### src/rtl/melody_sequencer_pkg.sv
// melody_sequencer_pkg
//   Shared definitions for the melody sequencer slice:
//   - Beeper tone codes (rest, L1..H7, end marker)
//   - ROM word layout {tone[4:0], dur[2:0]}
//   - sequencer FSM state encoding
//   - small helpers for decoding and building ROM words
package melody_sequencer_pkg;

  localparam int TONE_W   = 5;
  localparam int DUR_W    = 3;
  localparam int WORD_W   = TONE_W + DUR_W;
  localparam int TONE_MSB = 7;
  localparam int TONE_LSB = 3;
  localparam int DUR_MSB  = 2;
  localparam int DUR_LSB  = 0;

  localparam logic [TONE_W-1:0] TONE_REST = 5'd0;
  localparam logic [TONE_W-1:0] TONE_L1   = 5'd1;
  localparam logic [TONE_W-1:0] TONE_L2   = 5'd2;
  localparam logic [TONE_W-1:0] TONE_L3   = 5'd3;
  localparam logic [TONE_W-1:0] TONE_L4   = 5'd4;
  localparam logic [TONE_W-1:0] TONE_L5   = 5'd5;
  localparam logic [TONE_W-1:0] TONE_L6   = 5'd6;
  localparam logic [TONE_W-1:0] TONE_L7   = 5'd7;
  localparam logic [TONE_W-1:0] TONE_M1   = 5'd8;
  localparam logic [TONE_W-1:0] TONE_M2   = 5'd9;
  localparam logic [TONE_W-1:0] TONE_M3   = 5'd10;
  localparam logic [TONE_W-1:0] TONE_M4   = 5'd11;
  localparam logic [TONE_W-1:0] TONE_M5   = 5'd12;
  localparam logic [TONE_W-1:0] TONE_M6   = 5'd13;
  localparam logic [TONE_W-1:0] TONE_M7   = 5'd14;
  localparam logic [TONE_W-1:0] TONE_H1   = 5'd15;
  localparam logic [TONE_W-1:0] TONE_H2   = 5'd16;
  localparam logic [TONE_W-1:0] TONE_H3   = 5'd17;
  localparam logic [TONE_W-1:0] TONE_H4   = 5'd18;
  localparam logic [TONE_W-1:0] TONE_H5   = 5'd19;
  localparam logic [TONE_W-1:0] TONE_H6   = 5'd20;
  localparam logic [TONE_W-1:0] TONE_H7   = 5'd21;
  localparam logic [TONE_W-1:0] TONE_END  = 5'd31;

  typedef enum logic [2:0] {
    ST_IDLE  = 3'd0,
    ST_FETCH = 3'd1,
    ST_LOAD  = 3'd2,
    ST_PLAY  = 3'd3,
    ST_GAP   = 3'd4,
    ST_END   = 3'd5
  } state_e;

  // Codes 22..30 are treated as rests, so only 1..21 actually sound.
  function automatic logic is_audible(input logic [TONE_W-1:0] t);
    return (t >= TONE_L1) && (t <= TONE_H7);
  endfunction

  function automatic logic [WORD_W-1:0] note(input logic [TONE_W-1:0] t,
                                             input logic [DUR_W-1:0]  d);
    return {t, d};
  endfunction

endpackage

### src/rtl/melody_sequencer_if.sv
// melody_sequencer_if
//   Control/Beeper-side bundle of the melody sequencer.
//   master : control logic (drives play/stop, observes status)
//   slave  : melody_sequencer (drives Beeper tone and status)
//   Signals: play, stop (1-cycle pulses); tone_en, tone[4:0] (to Beeper);
//            busy, note_idx[ADDR_W-1:0], done (status).
interface melody_sequencer_if
  import melody_sequencer_pkg::*;
#(
  parameter int ADDR_W = 5
);
  logic              play;
  logic              stop;
  logic              tone_en;
  logic [TONE_W-1:0] tone;
  logic              busy;
  logic [ADDR_W-1:0] note_idx;
  logic              done;

  modport master (output play, stop,
                  input  tone_en, tone, busy, note_idx, done);
  modport slave  (input  play, stop,
                  output tone_en, tone, busy, note_idx, done);
endinterface

### src/rtl/melody_rom.sv
// melody_rom
//   Synchronous note ROM, 2**ADDR_W x 8, one cycle read latency.
//   Word layout {tone[4:0], dur[2:0]}; unlisted addresses hold the end marker.
//   ROM_SEL picks the table: 0 = production tune, 1 = short check pattern,
//   2 = empty melody (end marker at address 0).
//   Ports: clk_in, rst_n_in (async, active low), i_addr, o_data.
module melody_rom
  import melody_sequencer_pkg::*;
#(
  parameter int ADDR_W  = 5,
  parameter int ROM_SEL = 0
) (
  input  logic              clk_in,
  input  logic              rst_n_in,
  input  logic [ADDR_W-1:0] i_addr,
  output logic [WORD_W-1:0] o_data
);

  logic [31:0]       w_idx;
  logic [WORD_W-1:0] w_word;
  logic [WORD_W-1:0] r_data;

  assign w_idx  = 32'(i_addr);
  assign o_data = r_data;

  always_comb begin
    w_word = note(TONE_END, 3'd0);
    case (ROM_SEL)
      1: begin
        case (w_idx)
          0:       w_word = note(TONE_M1,   3'd1);
          1:       w_word = note(TONE_REST, 3'd0);
          2:       w_word = note(TONE_H1,   3'd0);
          default: ;
        endcase
      end
      2: ;
      default: begin
        // Twinkle twinkle: 1 1 5 5 6 6 5- 4 4 3 3 2 2 1-
        case (w_idx)
          0:       w_word = note(TONE_M1, 3'd1);
          1:       w_word = note(TONE_M1, 3'd1);
          2:       w_word = note(TONE_M5, 3'd1);
          3:       w_word = note(TONE_M5, 3'd1);
          4:       w_word = note(TONE_M6, 3'd1);
          5:       w_word = note(TONE_M6, 3'd1);
          6:       w_word = note(TONE_M5, 3'd3);
          7:       w_word = note(TONE_M4, 3'd1);
          8:       w_word = note(TONE_M4, 3'd1);
          9:       w_word = note(TONE_M3, 3'd1);
          10:      w_word = note(TONE_M3, 3'd1);
          11:      w_word = note(TONE_M2, 3'd1);
          12:      w_word = note(TONE_M2, 3'd1);
          13:      w_word = note(TONE_M1, 3'd3);
          default: ;
        endcase
      end
    endcase
  end

  always_ff @(posedge clk_in or negedge rst_n_in) begin
    if (!rst_n_in) r_data <= '0;
    else           r_data <= w_word;
  end

endmodule

### src/rtl/melody_sequencer.sv
// melody_sequencer
//   Walks the note ROM and drives the Beeper's tone_en/tone inputs. Each note
//   sounds for (dur+1) tempo ticks, followed by a silent gap of GAP_CYC cycles
//   so repeated notes stay distinct. A tone code of 31 ends the melody.
//   Ports: clk_in, rst_n_in (async, active low), bus (melody_sequencer_if.slave:
//          play/stop in; tone_en, tone, busy, note_idx, done out).
//   Build option: define MELODY_LOOP_EN to repeat the melody until stop; an end
//   marker at address 0 still returns to IDLE.
module melody_sequencer
  import melody_sequencer_pkg::*;
#(
  parameter int CLK_HZ   = 12000000,
  parameter int TICK_DIV = 1499999,
  parameter int GAP_CYC  = 120000,
  parameter int ADDR_W   = 5,
  parameter int ROM_SEL  = 0
) (
  input  logic               clk_in,
  input  logic               rst_n_in,
  melody_sequencer_if.slave  bus
);

  localparam int DIV_W = (TICK_DIV > 0) ? $clog2(TICK_DIV + 1) : 1;
  localparam int GAP_W = (GAP_CYC > 1) ? $clog2(GAP_CYC) : 1;
  localparam logic [DIV_W-1:0]  DIV_LAST  = DIV_W'(TICK_DIV);
  localparam logic [GAP_W-1:0]  GAP_LAST  = GAP_W'(GAP_CYC - 1);
  localparam logic [ADDR_W-1:0] ADDR_LAST = '1;

  // The gap must exist and a tick may not exceed one second.
  if ((GAP_CYC < 1) || (TICK_DIV >= CLK_HZ)) begin : g_param_check
    $error("melody_sequencer: GAP_CYC must be >= 1 and TICK_DIV < CLK_HZ");
  end

  state_e             r_state;
  state_e             w_state_nxt;
  logic [ADDR_W-1:0]  r_addr;
  logic [TONE_W-1:0]  r_tone;
  logic [DUR_W-1:0]   r_dur;
  logic [DIV_W-1:0]   r_div;
  logic [DUR_W-1:0]   r_tick;
  logic [GAP_W-1:0]   r_gap;
  logic [WORD_W-1:0]  w_rom_word;
  logic [TONE_W-1:0]  w_rom_tone;
  logic [DUR_W-1:0]   w_rom_dur;
  logic               w_note_done;
  logic               w_gap_done;

  melody_rom #(
    .ADDR_W  (ADDR_W),
    .ROM_SEL (ROM_SEL)
  ) u_rom (
    .clk_in   (clk_in),
    .rst_n_in (rst_n_in),
    .i_addr   (r_addr),
    .o_data   (w_rom_word)
  );

  assign w_rom_tone  = w_rom_word[TONE_MSB:TONE_LSB];
  assign w_rom_dur   = w_rom_word[DUR_MSB:DUR_LSB];
  assign w_note_done = (r_div == DIV_LAST) && (r_tick == r_dur);
  assign w_gap_done  = (r_gap == GAP_LAST);

  always_comb begin
    w_state_nxt  = r_state;
    bus.tone_en  = 1'b0;
    bus.tone     = TONE_REST;
    bus.busy     = (r_state != ST_IDLE);
    bus.done     = 1'b0;
    bus.note_idx = r_addr;

    case (r_state)
      ST_IDLE:  if (bus.play && !bus.stop) w_state_nxt = ST_FETCH;
      ST_FETCH: w_state_nxt = ST_LOAD;
      ST_LOAD:  w_state_nxt = (w_rom_tone == TONE_END) ? ST_END : ST_PLAY;
      ST_PLAY: begin
        bus.tone_en = is_audible(r_tone);
        bus.tone    = r_tone;
        if (w_note_done) w_state_nxt = ST_GAP;
      end
      ST_GAP: begin
        if (w_gap_done) w_state_nxt = (r_addr == ADDR_LAST) ? ST_END : ST_FETCH;
      end
      ST_END: begin
        bus.done = 1'b1;
`ifdef MELODY_LOOP_EN
        // END is only reached at addr 0 via an end marker there: don't spin.
        w_state_nxt = (r_addr != '0) ? ST_FETCH : ST_IDLE;
`else
        w_state_nxt = ST_IDLE;
`endif
      end
      default:  w_state_nxt = ST_IDLE;
    endcase

    if (bus.stop && (r_state != ST_IDLE)) w_state_nxt = ST_IDLE;
  end

  always_ff @(posedge clk_in or negedge rst_n_in) begin
    if (!rst_n_in) begin
      r_state <= ST_IDLE;
      r_addr  <= '0;
      r_tone  <= TONE_REST;
      r_dur   <= '0;
      r_div   <= '0;
      r_tick  <= '0;
      r_gap   <= '0;
    end else begin
      r_state <= w_state_nxt;

      // note_idx reads 0 whenever the block is idle; a loop restarts at 0.
      if (w_state_nxt == ST_IDLE)
        r_addr <= '0;
      else if ((r_state == ST_GAP) && (w_state_nxt == ST_FETCH))
        r_addr <= r_addr + 1'b1;
      else if ((r_state == ST_END) && (w_state_nxt == ST_FETCH))
        r_addr <= '0;

      // Counters restart on PLAY entry so the first tick is full length.
      if ((r_state == ST_LOAD) && (w_state_nxt == ST_PLAY)) begin
        r_tone <= w_rom_tone;
        r_dur  <= w_rom_dur;
        r_div  <= '0;
        r_tick <= '0;
      end else if (r_state == ST_PLAY) begin
        if (r_div == DIV_LAST) begin
          r_div  <= '0;
          r_tick <= r_tick + 1'b1;
        end else begin
          r_div  <= r_div + 1'b1;
        end
      end

      if (r_state != ST_GAP) r_gap <= '0;
      else                   r_gap <= r_gap + 1'b1;
    end
  end

endmodule

### src/flat_wrapper.sv
// flat-port wrapper written by rule: the top's interface ports become plain ports
module melody_sequencer_flat import melody_sequencer_pkg::*;
#(
  parameter int CLK_HZ   = 12000000,
  parameter int TICK_DIV = 1499999,
  parameter int GAP_CYC  = 120000,
  parameter int ADDR_W   = 5,
  parameter int ROM_SEL  = 0
)
  (clk_in, rst_n_in, bus_play, bus_stop, bus_tone_en, bus_tone, bus_busy, bus_note_idx, bus_done);
  melody_sequencer_if #(.ADDR_W(ADDR_W)) bus_i ();
  input  logic clk_in;
  input  logic rst_n_in;
  input wire logic [$bits(bus_i.play)-1:0] bus_play;
  input wire logic [$bits(bus_i.stop)-1:0] bus_stop;
  output wire logic [$bits(bus_i.tone_en)-1:0] bus_tone_en;
  output wire logic [$bits(bus_i.tone)-1:0] bus_tone;
  output wire logic [$bits(bus_i.busy)-1:0] bus_busy;
  output wire logic [$bits(bus_i.note_idx)-1:0] bus_note_idx;
  output wire logic [$bits(bus_i.done)-1:0] bus_done;
  assign bus_i.play = bus_play;
  assign bus_i.stop = bus_stop;
  assign bus_tone_en = bus_i.tone_en;
  assign bus_tone = bus_i.tone;
  assign bus_busy = bus_i.busy;
  assign bus_note_idx = bus_i.note_idx;
  assign bus_done = bus_i.done;
  melody_sequencer #(.CLK_HZ(CLK_HZ), .TICK_DIV(TICK_DIV), .GAP_CYC(GAP_CYC), .ADDR_W(ADDR_W), .ROM_SEL(ROM_SEL)) u_core (.clk_in(clk_in), .rst_n_in(rst_n_in), .bus(bus_i));
endmodule
### config.mk
export PLATFORM = sky130hd
export DESIGN_NAME = melody_sequencer_flat
export DESIGN_NICKNAME = d
export VERILOG_FILES = /design/src/rtl/melody_sequencer_pkg.sv /design/src/rtl/melody_sequencer_if.sv /design/src/rtl/melody_rom.sv /design/src/rtl/melody_sequencer.sv /design/src/flat_wrapper.sv
export SDC_FILE = /design/constraint.sdc
export NUM_CORES = 1
export LEC_CHECK = 0
export CAP_MARGIN = 30
export CORE_MARGIN = 2
export CORE_UTILIZATION = 60
export DETAILED_ROUTE_END_ITERATION = 16
export GPL_ROUTABILITY_DRIVEN = 0
export PLACE_DENSITY = 0.88
export RECOVER_POWER = 25
export SLEW_MARGIN = 40
export SYNTH_ARGS = -nofsm -noshare
export SYNTH_HDL_FRONTEND = slang
export SYNTH_SLANG_ARGS = --single-unit
### constraint.sdc
create_clock -name clk_in -period 3.33 [get_ports clk_in]
set_clock_uncertainty 0.15 [all_clocks]
set_input_delay 0.666 -clock clk_in [delete_from_list [all_inputs] [get_ports clk_in]]
set_output_delay 0.666 -clock clk_in [all_outputs]
set_load 0.03 [all_outputs]
### Word-level counts from Yosys, hierarchy flattened

Index checks and enable logic that the tools add are counted.
Widths: inputs -> output; s select.

* add/sub/neg operators: 4
* $lt $le $gt $ge: 2
* equal/unequal tests: 26
* mux-type cells: 21
* reductions and logical operators: 22

Operators by type and width (count)
* $pmux 8 s8: 1
* $mux 21: 3
* $logic_not 32->1: 1
* $eq 5x4->1 const B: 6
* $mux 3: 9
* $add 21x1->21 const B: 1
* $eq 21x21->1 const B: 1
* $eq 5x3->1 const B: 4
* $mux 5: 4
* $add 17x1->17 const B: 1
* $eq 17x17->1 const B: 1
* $mux 17: 1
* $pmux 3 s5: 1
* $reduce_or 2->1: 6
* $eq 5x2->1 const B: 2
* $eq 5x5->1 const B: 2
* $eq 3x2->1 const B: 3
* $logic_and 1x1->1: 7
* $eq 3x1->1 const B: 2
* $eq 3x3->1 const B: 2
* $logic_not 3->1: 2
* $reduce_bool 3->1: 2
* $add 5x1->5 const B: 1
* $eq 5x1->1 const B: 1
* other kinds (9): 11

* register bits: 65
* input port bits: 4
* output and inout port bits: 13
* logic and storage cells: 83

### Depth between registers and ports, before layout

Gate-level depths: netlist of the first run.

* word-level depth: 10
* depth in mapped cells: 8
* gate-level depth less buffers: 7

### Modules after synthesis

From an unflattened synthesis of the first run, not the netlist that was laid out.

* cells, all modules: 333
* area total of the unflattened synthesis: 3325.7 µm²

Modules (own cells, without submodules)
* melody_sequencer: instances 1, cells each 306, area an instance 3031.7 µm², seq. area each 1426.4 µm²
* melody_rom: instances 1, cells each 27, area an instance 294.0 µm², seq. area each 175.2 µm²

### Worst setup path before layout of the first run

OpenSTA, ideal clock, no wires.

* path type: reg-to-output
* start point: reg u_core.r_state[2]
* end point: out bus_tone_en
* arrival: 1.682 ns
* data required time: 2.514 ns
* setup slack: 0.832 ns
* stages on the path, launching flop included: 6
* buffers on the path: 1
* path through: dfrtp_1 nor2b_1 and2_1 clkbuf_1 o21ai_0 a21oi_1

* word-level cells in the longest chain between the ends: 2

Ends and longest elaborated chain
* start: declaration: RTL line melody_sequencer.sv:34 `state_e r_state;`
* start signal: assignment: RTL line melody_sequencer.sv:108 `r_state <= w_state_nxt;`
* $eq 3x2->1: RTL line melody_sequencer.sv:71 `case (r_state)`
* $mux 1: RTL line melody_sequencer.sv:71
* end: declaration: RTL line flat_wrapper.sv:16 `output wire logic [$bits(bus_i.tone_en)-1:0] bus_tone_en;`

No other way between the ends.

### Final worst setup path of the first run

Same ends and word-level chain as after synthesis.

==> results of run 1 <==
power by group through the flow:
| stage | combinational (W) | clock, W | sequential (W) |
|---|---|---|---|
| after floorplan | 0.000263 | 0 | 0.000876 |
| after global placement | 0.000327 | 0 | 0.000915 |
| after detailed placement | 0.000340 | 0 | 0.000917 |
| after CTS | 0.000343 | 0.000653 | 0.000903 |
| after global routing | 0.000380 | 0.000698 | 0.000916 |
| final | 0.000342 | 0.000647 | 0.000907 |
synthesized netlist by cell type (all sizes together), types with 4 or more instances:
cell type	number	area share
or4	5	0.012
dfrtp	63	0.45
mux2	7	0.023
ha	8	0.029
nand2b	7	0.013
a21o	6	0.013
and4	4	0.010
a31oi	8	0.016
and2	7	0.013
clkbuf	10	0.011
or3	4	0.0072
mux2i	4	0.011
xor2	15	0.038
o31ai	5	0.011
nor2	40	0.043
xnor2	5	0.013
nor3	4	0.0072
o21ai	38	0.055
nand2	25	0.027
nand4	10	0.018
and3	20	0.036
a21oi	13	0.019
nand3	20	0.029
nor2b	4	0.0072
inv	9	0.0097
layer usage:
| layer | vias to the layer above | part of all wire |
|---|---|---|
| li1 | 1385 | - |
| met1 | 1397 | 0.45 |
| met2 | 91 | 0.48 |
| met3 | 21 | 0.051 |
| met4 | 0 | 0.018 |
| met5 | - | 0 |
final timing paths:
path / depth (start not counted) / slack, ns / to / startpoint
max: 5 / 0.25 / bus_tone_en / u_core.r_state[2]
min: 1 / 0.33 / u_core.r_div[20] / u_core.r_div[20]
max reg2reg: 6 / 0.56 / u_core.r_div[7] / u_core.r_div[5]
min reg2reg: 1 / 0.33 / u_core.r_div[20] / u_core.r_div[20]
max in group asynchronous: 2 / 1.48 / u_core.r_gap[6] / rst_n_in
min in group asynchronous: 2 / 0.62 / u_core.r_tick[0] / rst_n_in
critical path: stages, from the launching register on:
cell and delay (ns):
dfrtp_1 0.47, nor2b_1 0.34, and2_1 0.20, o21ai_0 0.09, a21oi_1 0.14, clkdlybuf4s50_1 0.69
sequential cells by signal, summed over array words and instances, names as in the netlist:
name and cells:
u_core.r_div 21, u_core.r_gap 17, u_core.u_rom.o_data 7, u_core.bus.note_idx 5
u_core.r_tone 5, u_core.r_state 3, u_core.r_tick 3, u_core.r_dur 2
kinds of logic after synthesis:
| kind of cell | Yosys count | share of synthesized area |
|---|---|---|
| xor+xnor | 20 | 0.0503 |
| other cells | 1 | 0.00108 |
| flops | 63 | 0.452 |
| compound gates | 81 | 0.147 |
| fa+ha+maj | 8 | 0.0287 |
| simple gates | 168 | 0.263 |
| mux | 11 | 0.0341 |
| buf+inv | 21 | 0.0240 |
cells in the final DEF (no fill, tap or decap), types with 2 or more instances in the layout:
| cell type | synthesis | routed |
|---|---|---|
| dfrtp_1 | 63 | 63 |
| nor2_1 | 40 | 40 |
| o21ai_1 | 27 | 28 |
| nand2_1 | 25 | 25 |
| and3_1 | 20 | 20 |
| nand3_1 | 20 | 20 |
| xor2_1 | 15 | 15 |
| clkdlybuf4s50_1 | 0 | 15 |
| a21oi_1 | 13 | 13 |
| o21ai_0 | 11 | 10 |
| nand4_1 | 10 | 10 |
| inv_1 | 9 | 9 |
| clkbuf_8 | 0 | 9 |
| ha_1 | 8 | 8 |
| nand2b_1 | 7 | 7 |
| and2_1 | 7 | 7 |
| a31oi_1 | 7 | 7 |
| mux2_2 | 7 | 7 |
| a21o_1 | 6 | 6 |
| o31ai_1 | 5 | 5 |
| xnor2_1 | 5 | 5 |
| buf_4 | 1 | 5 |
| mux2i_1 | 4 | 4 |
| or3_1 | 4 | 4 |
| nor2b_1 | 4 | 4 |
| or4_1 | 4 | 4 |
| and4_1 | 4 | 4 |
| nor3_1 | 3 | 3 |
| nand4b_1 | 3 | 3 |
| nor4_1 | 3 | 3 |
| clkinv_2 | 0 | 3 |
| nor3b_1 | 2 | 2 |
| or2_1 | 2 | 2 |
| or3b_1 | 2 | 2 |
| o22ai_1 | 2 | 2 |
metrics by stage:
step / hold slack, ns / cell area [um^2]
floorplan: 0.220 / 3490
global placement: 0.317 / 3730
detailed placement: 0.320 / 3730
CTS: 0.335 / 3920
global route: 0.363 / 3910
finish: 0.332 / 3910
area by class of cell:
| type | count | share of cell area |
|---|---|---|
| Multi-Input combinational cell | 289 | 0.467 |
| Clock buffer | 10 | 0.0326 |
| Timing Repair Buffer | 22 | 0.0505 |
| Sequential cell | 63 | 0.403 |
| Clock inverter | 6 | 0.0157 |
| Tap cell | 72 | 0.0230 |
| Inverter | 9 | 0.00863 |
==> results by group, run 1 <==
Status
  – Outcome: finished with violations
  – Failing checks: capacitance limit, slew limit

GRT
  – First-pass GRT wire length: 12.6 mm
  – Total overflow reported by the global router: 0
  – Met3 Track Usage GR: 0.0697
  – Layer with the highest usage: met2
  – M1 GR Usage: 0.311
  – M2 GR Usage: 0.421
  – Initial antenna violation count: 0
  – Tot GR Track Use: 0.248
  – Number of global-route vias before repair: 2,802
  – Largest net degree at the start of global routing: 64

Power and ir drop
  – Pint: 0.00130 W
  – Clock group share of total power: 0.341
  – Switching share of power: 0.314
  – Pwr dens: 485 nW/um^2
  – Overall Power: 0.00190 W
  – Comb pwr share: 0.181
  – Leak: 1.68 nW
  – Peak supply drop: 0.000337 V
  – Switching Power: 0.000594 W
  – Sequential power share: 0.478

Cells and area
  – Post-route insts no fill: 471
  – Reg area: 1580 um^2
  – # diodes: 0
  – Ratio of cells with drive above 1 in the final layout: 0.0927
  – Layout area overhead: 12.2%
  – Fillers: 416
  – Nets: 406
  – Final Util: 0.702
  – Multi-input logic area: 1830 um^2

Die
  – Core area: 5570 um^2
  – Die H: 80.2 um
  – Number of cell rows: 27
  – Initial Util: 0.625
  – Die area: 6440 um^2
  – Die width: 80.2 um
  – IO Pins: 17

Synth
  – Post-synth EDFFs: 0
  – Synth Area per Inst: 9.35 um^2
  – Post-synth top flop: dfrtp_1
  – Flops & latches, synth: 63
  – Syn Inst Count: 373
  – FFs w/ async S/R, synth: 1.00
  – Synth warn: 0
  – Syn nets: 385
  – Synth unique cells: 53
  – Post-Syn Area: 3490 um^2
  – Sequential area share after synthesis: 0.452

Drt
  – Vias: 2,894
  – DRT Pass-1 Iters: 5
  – Drt drc: 0
  – DRT iter0 DRCs: 278
  – DRT antenna net count: 0
  – Via density: 6.14
  – DR WL/cell: 15.2 um
  – WL final: 7.17 mm

Clock tree
  – Sink Count: 63
  – Clock root buffer: clkbuf_8
  – TritonCTS Buffers: 9
  – Hold_buf cts: 0
  – CTS tree: done
  – H-tree Lvls: 3
  – Post CTS Setup Buffer Count: 0
  – Clock tree buffer depth: 2
  – Worst-path clk slew: 0.07 ns
  – Worst skew pair latency: 0.34 ns
  – Resize count post-CTS: 0

Timing
  – Max Slew Vio Count: 64
  – FMAX: 325 MHz
  – Worst Tran Pin Value: 1.52 ns
  – Final hold viol count: 0
  – Post-route worst setup slack: 0.250 ns
  – RSZ-0062 raised after global routing: false
  – Setup TNS: 0 ns
  – Final worst-path cycle share: 0.925
  – Finish-stage setup viols: 0
  – Minimum clock period: 3.08 ns
  – Relative slew slack: -0.0110

Setup path
  – Critical path required time: 2.51 ns
  – Worst setup EP type: output pin
  – Critical path launch point type: flip-flop
  – Setup CP Type: reg2out
  – Worst endpoint data arrival time: 2.26 ns
  – Worst Path Max Fanout: 9

Hold path
  – HP Class: reg2reg

Place
  – Setup WS pre-CTS: 0.372 ns
  – I/O Buffers: 16
  – Placed cells: 455
  – Post-DP HPWL: 4.93 mm

Run
  – Max-Cap Viols: 1
Note: power is estimated with default switching activity, not from simulation.
==> run 2, diff against run 1 <==
--- a/config.mk
+++ b/config.mk
@@ -11,7 +11,6 @@
 export DETAILED_ROUTE_END_ITERATION = 16
 export GPL_ROUTABILITY_DRIVEN = 0
 export PLACE_DENSITY = 0.88
-export RECOVER_POWER = 25
 export SLEW_MARGIN = 40
 export SYNTH_ARGS = -nofsm -noshare
 export SYNTH_HDL_FRONTEND = slang
==> run 2 against run 1 <==
Effect of this change: the flow now finishes without violations; routed wire length about the same; final area up 0.16%; combinational power barely moved; sequential share of layout area decreased by 0.064 points; sequential power barely moved; cell count is the same; count of clock-buffer cells in the layout is the same; register-to-register slack barely moved; die area unchanged; critical endpoint unchanged.
==> results by group, run 2 (same netlist as run 1, synthesis figures left out) <==
Clock tree
  – TritonCTS Buffers: 9 (unchanged)
  – Post CTS Setup Buffer Count: 0 (unchanged)
  – Hold_buf cts: 0 (unchanged)
  – Clock tree buffer depth: 2 (unchanged)
  – Clock root buffer: clkbuf_8
  – H-tree Lvls: 3 (unchanged)
  – CTS tree: done
  – Sink Count: 63 (unchanged)
  – Worst skew pair latency: 0.34 ns (about the same)
  – Resize count post-CTS: 0 (unchanged)
  – Worst-path clk slew: 0.07 ns (about the same)

Place
  – I/O Buffers: 16 (unchanged)
  – Placed cells: 455 (unchanged)
  – Post-DP HPWL: 4.93 mm (unchanged)
  – Area post-placement: 3730 um^2 (unchanged)

Timing
  – Relative slew slack: 0.591 (+0.602)
  – Final hold viol count: 0 (unchanged)
  – RSZ-0062 raised after global routing: false
  – Minimum clock period: 3.08 ns (unchanged)
  – Finish-stage setup viols: 0 (unchanged)
  – Setup TNS: 0 ns (unchanged)
  – Final worst-path cycle share: 0.925 (unchanged)
  – Max Slew Vio Count: 0 (-100%)
  – FMAX: 325 MHz (unchanged)
  – Worst Tran Pin Value: 0.611 ns (-0.906 ns)

Cells and area
  – # diodes: 0 (unchanged)
  – Most common cell after layout, fill and taps aside: dfrtp_1
  – Final Util: 0.703 (+0.00112)
  – Most frequent cells in the layout: 63 x dfrtp_1, 40 x nor2_1, 28 x o21ai_1
  – Post-route insts no fill: 471 (unchanged)
  – Largest register FFs: 21 (unchanged)
  – Ratio of cells with drive above 1 in the final layout: 0.0927 (unchanged)
  – Top reg by flops: u_core.r_div
  – Design Area, Final: 3920 um^2 (+0.16%)
  – Layout area overhead: 12.4%
  – Nets: 406 (unchanged)

Setup path
  – Delay-heaviest family, CP: buffers and inverters
  – Crit-path slowest cell: clkdlybuf4s50_1
  – Worst Path Buf+Inv: 1 (unchanged)
  – Max incr delay on CP: 0.69 ns (about the same)
  – Critical path required time: 2.51 ns (about the same)
  – Setup CP Type: reg2out
  – Beginning of the critical path: u_core.r_state[2]
  – Worst endpoint data arrival time: 2.26 ns (about the same)
  – Worst reg2reg startpoint: u_core.r_div[5]
  – Critical path launch point type: flip-flop
  – Worst setup EP type: output pin
  – Worst Path Max Fanout: 9 (unchanged)
  – Crit-path cells: nor2b_1 -> and2_1 -> o21ai_0 -> a21oi_1 -> clkdlybuf4s50_1

GRT
  – Total overflow reported by the global router: 0 (unchanged)
  – Largest net degree at the start of global routing: 64 (unchanged)
  – Number of global-route vias before repair: 2,802 (unchanged)
  – Initial antenna violation count: 0 (unchanged)
  – Tot GR Track Use: 0.248 (unchanged)
  – First-pass GRT wire length: 12.6 mm (unchanged)

Power and ir drop
  – Overall Power: 0.00190 W (about the same)
  – Peak supply drop: 0.000337 V (about the same)
  – Pwr dens: 484 nW/um^2 (-0.11%)
  – Leak: 1.68 nW (+0.11%)

Drt
  – DRT Pass-1 Iters: 5 (unchanged)
  – DRT iter0 DRCs: 278 (unchanged)
  – DR WL/cell: 15.2 um (about the same)
  – Drt drc: 0 (unchanged)
  – DRT antenna net count: 0 (unchanged)
  – Vias: 2,894 (unchanged)
  – Via density: 6.14 (unchanged)
  – WL final: 7.17 mm (about the same)

Hold path
  – HP Class: in2async

Die
  – Die width: 80.2 um (unchanged)
  – Core area: 5570 um^2 (unchanged)
  – Initial Util: 0.625 (unchanged)
  – IO Pins: 17 (unchanged)
  – Number of cell rows: 27 (unchanged)
  – Die H: 80.2 um (unchanged)
  – Die area: 6440 um^2 (unchanged)

Status
  – Outcome: complete, no violations

Run
  – Max-Cap Viols: 0 (-1)
-- run 2: cell count changes in the layout (fill, tap and decap cells not counted), sizes merged --
cell,delta
clkbuf,-1
buf,+1
-- run 2: per-stage QoR --
stage               setup slack (ns)  hold WS, ns
floorplan                      0.832        0.220
global placement               0.427        0.317
detailed placement             0.372        0.320
CTS                            0.236        0.335
global route                  0.0778        0.275
finish                         0.250        0.235
-- run 2: final timing paths --
kind,end,slack (ns),depth (start not counted)
setup / recovery,bus_tone_en,0.25,5
setup reg to reg,u_core.r_div[7],0.56,6
hold reg to reg,u_core.r_div[20],0.33,1
hold / removal,u_core.r_tick[0],0.24,2
max in group asynchronous,u_core.r_gap[6],2.38,2
min in group clk_in,u_core.r_div[20],0.33,1
-- run 2: area by class of cell --
type / count / area, um^2
Clock buffer: 10 / 128
Sequential cell: 63 / 1580
Fill cell: 414 / 1660
Inverter: 9 / 33.8
Timing Repair Buffer: 22 / 204
Tap cell: 72 / 90.1
Multi-Input combinational cell: 289 / 1830
Clock inverter: 6 / 61.3
-- run 2: worst register-to-register path, cell delays in order, from the launching register on --
cell and delay [ns]:
dfrtp_1 0.46, or4b_1 0.59, or4_4 0.59, o21bai_4 0.36
nor2_1 0.26, nand4_1 0.18, o21ai_1 0.07
-- run 2: report_power, final --
group          internal [W]  total [W]  switching (W)  leakage [nW]
logic              0.000141   0.000343       0.000202         0.722
clock network      0.000343   0.000647       0.000304        0.0960
registers          0.000818   0.000907      0.0000887         0.860
-- run 2: metal layers --
layer	vias to the layer above	global-route usage	wire length, um
met5	-	0	0
met3	21	0.0697	363
met2	91	0.421	3460
met1	1397	0.311	3220
met4	0	0.0695	128
li1	1385	-	-
==> run 3, diff against run 2 <==
--- a/config.mk
+++ b/config.mk
@@ -5,13 +5,13 @@
 export SDC_FILE = /design/constraint.sdc
 export NUM_CORES = 1
 export LEC_CHECK = 0
+export ABC_AREA = 1
 export CAP_MARGIN = 30
 export CORE_MARGIN = 2
-export CORE_UTILIZATION = 60
+export CORE_UTILIZATION = 61
 export DETAILED_ROUTE_END_ITERATION = 16
 export GPL_ROUTABILITY_DRIVEN = 0
-export PLACE_DENSITY = 0.88
-export SLEW_MARGIN = 40
+export PLACE_DENSITY = 0.89
 export SYNTH_ARGS = -nofsm -noshare
 export SYNTH_HDL_FRONTEND = slang
 export SYNTH_SLANG_ARGS = --single-unit
==> run 3 against run 2 <==
Effect of this change: routed wire length increased by 16%; critical path depth unchanged; non-clock buffer count decreased by 2; die area increased by 3.8%; hold slack improved by 0.079 ns; combinational power increased by 58%; setup slack improved by 0.19 ns; count of clock-buffer cells in the layout increased by 4; first-iteration DRC count decreased by 7.9%; fmax increased by 6.4%; critical path type unchanged; largest cell class unchanged.
==> results by group, run 3 <==
Setup path
  – Worst endpoint data arrival time: 2.08 ns (-0.18 ns)
  – Critical path launch point type: flip-flop
  – Setup CP Type: reg2out
  – Worst Path Max Fanout: 7 (-2)
  – Critical path required time: 2.51 ns (about the same)
  – Worst setup EP type: output pin

Synth
  – Top cell type's share of synthesized area: 0.428 (-0.0244)
  – Synth unique cells: 36 (-32%)
  – Largest cells by area after synthesis: dfrtp_1 43%, nand2_1 12%, nand3_1 7.1%
  – FFs w/ async S/R, synth: 1.00 (unchanged)
  – Synth Area per Inst: 7.34 um^2 (-21%)
  – Most frequent cells after synthesis: 118 x nand2_1, 65 x inv_1, 64 x nor2_1
  – Post-Syn Area: 3680 um^2 (+5.7%)
  – Post-synth EDFFs: 0 (unchanged)
  – Syn nets: 514 (+34%)
  – Synth warn: 0 (unchanged)
  – Flops & latches, synth: 63 (unchanged)
  – Sequential area share after synthesis: 0.428 (-0.0244)
  – Yosys top cell by area: dfrtp_1
  – Syn Inst Count: 502 (+35%)
  – Post-synth top flop: dfrtp_1
  – Count leader, synth: nand2_1

GRT
  – First-pass GRT wire length: 13.7 mm (+9.3%)
  – Tot GR Track Use: 0.268 (+0.0196)
  – Number of global-route vias before repair: 3,178 (+13%)
  – Initial antenna violation count: 0 (unchanged)
  – Largest net degree at the start of global routing: 64 (unchanged)
  – Total overflow reported by the global router: 0 (unchanged)

Power and ir drop
  – Peak supply drop: 0.000313 V (-7.1%)
  – Leak: 1.94 nW (+16%)
  – Pwr dens: 500 nW/um^2 (+3.2%)
  – Overall Power: 0.00205 W (+8.0%)

Timing
  – Final hold viol count: 0 (unchanged)
  – Final worst-path cycle share: 0.869 (-0.0558)
  – RSZ-0062 raised after global routing: false
  – FMAX: 346 MHz (+6.4%)
  – Minimum clock period: 2.89 ns (-0.186 ns)
  – Finish-stage setup viols: 0 (unchanged)
  – Relative slew slack: 0.488 (-0.103)
  – Worst Tran Pin Value: 0.768 ns (+0.157 ns)
  – Setup TNS: 0 ns (unchanged)
  – Max Slew Vio Count: 0 (unchanged)

Clock tree
  – Clock tree buffer depth: 2 (unchanged)
  – CTS tree: done
  – Clock root buffer: clkbuf_8
  – H-tree Lvls: 3 (unchanged)
  – Post CTS Setup Buffer Count: 0 (unchanged)
  – Worst-path clk slew: 0.06 ns (about the same)
  – Resize count post-CTS: 0 (unchanged)
  – Worst skew pair latency: 0.34 ns (about the same)
  – Hold_buf cts: 0 (unchanged)
  – Sink Count: 63 (unchanged)
  – TritonCTS Buffers: 9 (unchanged)

Die
  – IO Pins: 17 (unchanged)
  – Die area: 6680 um^2 (+3.8%)
  – Number of cell rows: 28 (+3.7%)
  – Die width: 81.7 um (+1.9%)
  – Die H: 81.7 um (+1.9%)
  – Initial Util: 0.626 (+0.000698)
  – Core area: 5890 um^2 (+5.6%)

Cells and area
  – Top reg by flops: u_core.r_div
  – Design Area, Final: 4100 um^2 (+4.6%)
  – Most common cell after layout, fill and taps aside: nand2_1
  – # diodes: 0 (unchanged)
  – Nets: 535 (+32%)
  – Layout area overhead: 11.3%
  – Largest register FFs: 21 (unchanged)
  – Most frequent cells in the layout: 118 x nand2_1, 65 x inv_1, 64 x nor2_1
  – Ratio of cells with drive above 1 in the final layout: 0.0665 (-0.0262)

Drt
  – WL final: 8.29 mm (+16%)
  – DRT antenna net count: 0 (unchanged)
  – DRT Pass-1 Iters: 5 (unchanged)
  – DR WL/cell: 13.8 um (-9.5%)
  – Via density: 5.61 (-8.7%)
  – Vias: 3,370 (+16%)
  – Drt drc: 0 (unchanged)
  – DRT iter0 DRCs: 256 (-7.9%)

Run
  – Max-Cap Viols: 0 (unchanged)

Place
  – Post-DP HPWL: 5.89 mm (+19%)
  – Area post-placement: 3920 um^2 (+5.1%)
  – I/O Buffers: 16 (unchanged)

Hold path
  – HP Class: reg2reg

Status
  – Outcome: complete, no violations
[run 3: metrics by stage]
stage / instances / setup WS (ns) / hold WS, ns / util
detailed placement: 587 / 0.779 / 0.312 / 0.666
floorplan: 502 / 0.851 / 0.220 / -
CTS: 601 / 0.414 / 0.322 / 0.697
global route: 601 / 0.279 / 0.342 / 0.697
finish: 601 / 0.436 / 0.315 / 0.697
global placement: 587 / 0.841 / 0.305 / 0.666
[run 3: critical path, cell delays in order (launching register included)]
cell	delay, ns
dfrtp_1	0.35
inv_1	0.08
nor3_2	0.19
inv_1	0.17
a221oi_1	0.24
clkdlybuf4s50_1	0.72
[run 3: layer usage]
metal	part of all wire	global-route usage	wire, um
met1	0.43	0.330	3590
met2	0.50	0.456	4160
met3	0.045	0.0615	376
met4	0.019	0.103	159
met5	0	0	0
[run 3: final timing paths]
kind                                         from                endpoint  slack, ns  cells after the start
min in group asynchronous                rst_n_in         u_core.r_div[9]       0.34                      2
max in group asynchronous                rst_n_in  u_core.u_rom.o_data[1]       2.19                      2
worst min register to register    u_core.r_gap[0]         u_core.r_gap[0]       0.31                      1
worst min-delay path              u_core.r_gap[0]         u_core.r_gap[0]       0.31                      1
worst max register to register    u_core.r_div[0]         u_core.r_div[3]       0.84                     11
worst max-delay path            u_core.r_state[1]             bus_tone_en       0.44                      5
[run 3: logic make-up after synthesis]
group                    synth area share
other                             0.00102
buffers and inverters              0.0849
AND/OR/NAND/NOR                     0.340
flip-flops                          0.428
XOR/XNOR                           0.0404
adder cells (fa/ha/maj)            0.0272
AO/OA/AOI/OAI                      0.0788
[run 3: cell type report]
cell class                      count  area [um^2]
Clock buffer                       14          183
Fill cell                         464         1790
Inverter                           68          262
Multi-Input combinational cell    361         1800
Sequential cell                    63         1580
Tap cell                           75         93.8
Timing Repair Buffer               20          185
[run 3: report_power, final]
| group | switching (W) | internal, W |
|---|---|---|
| combinational | 0.000387 | 0.000155 |
| sequential | 0.0000549 | 0.000832 |
| clock | 0.000277 | 0.000344 |
| total | 0.000719 | 0.00133 |
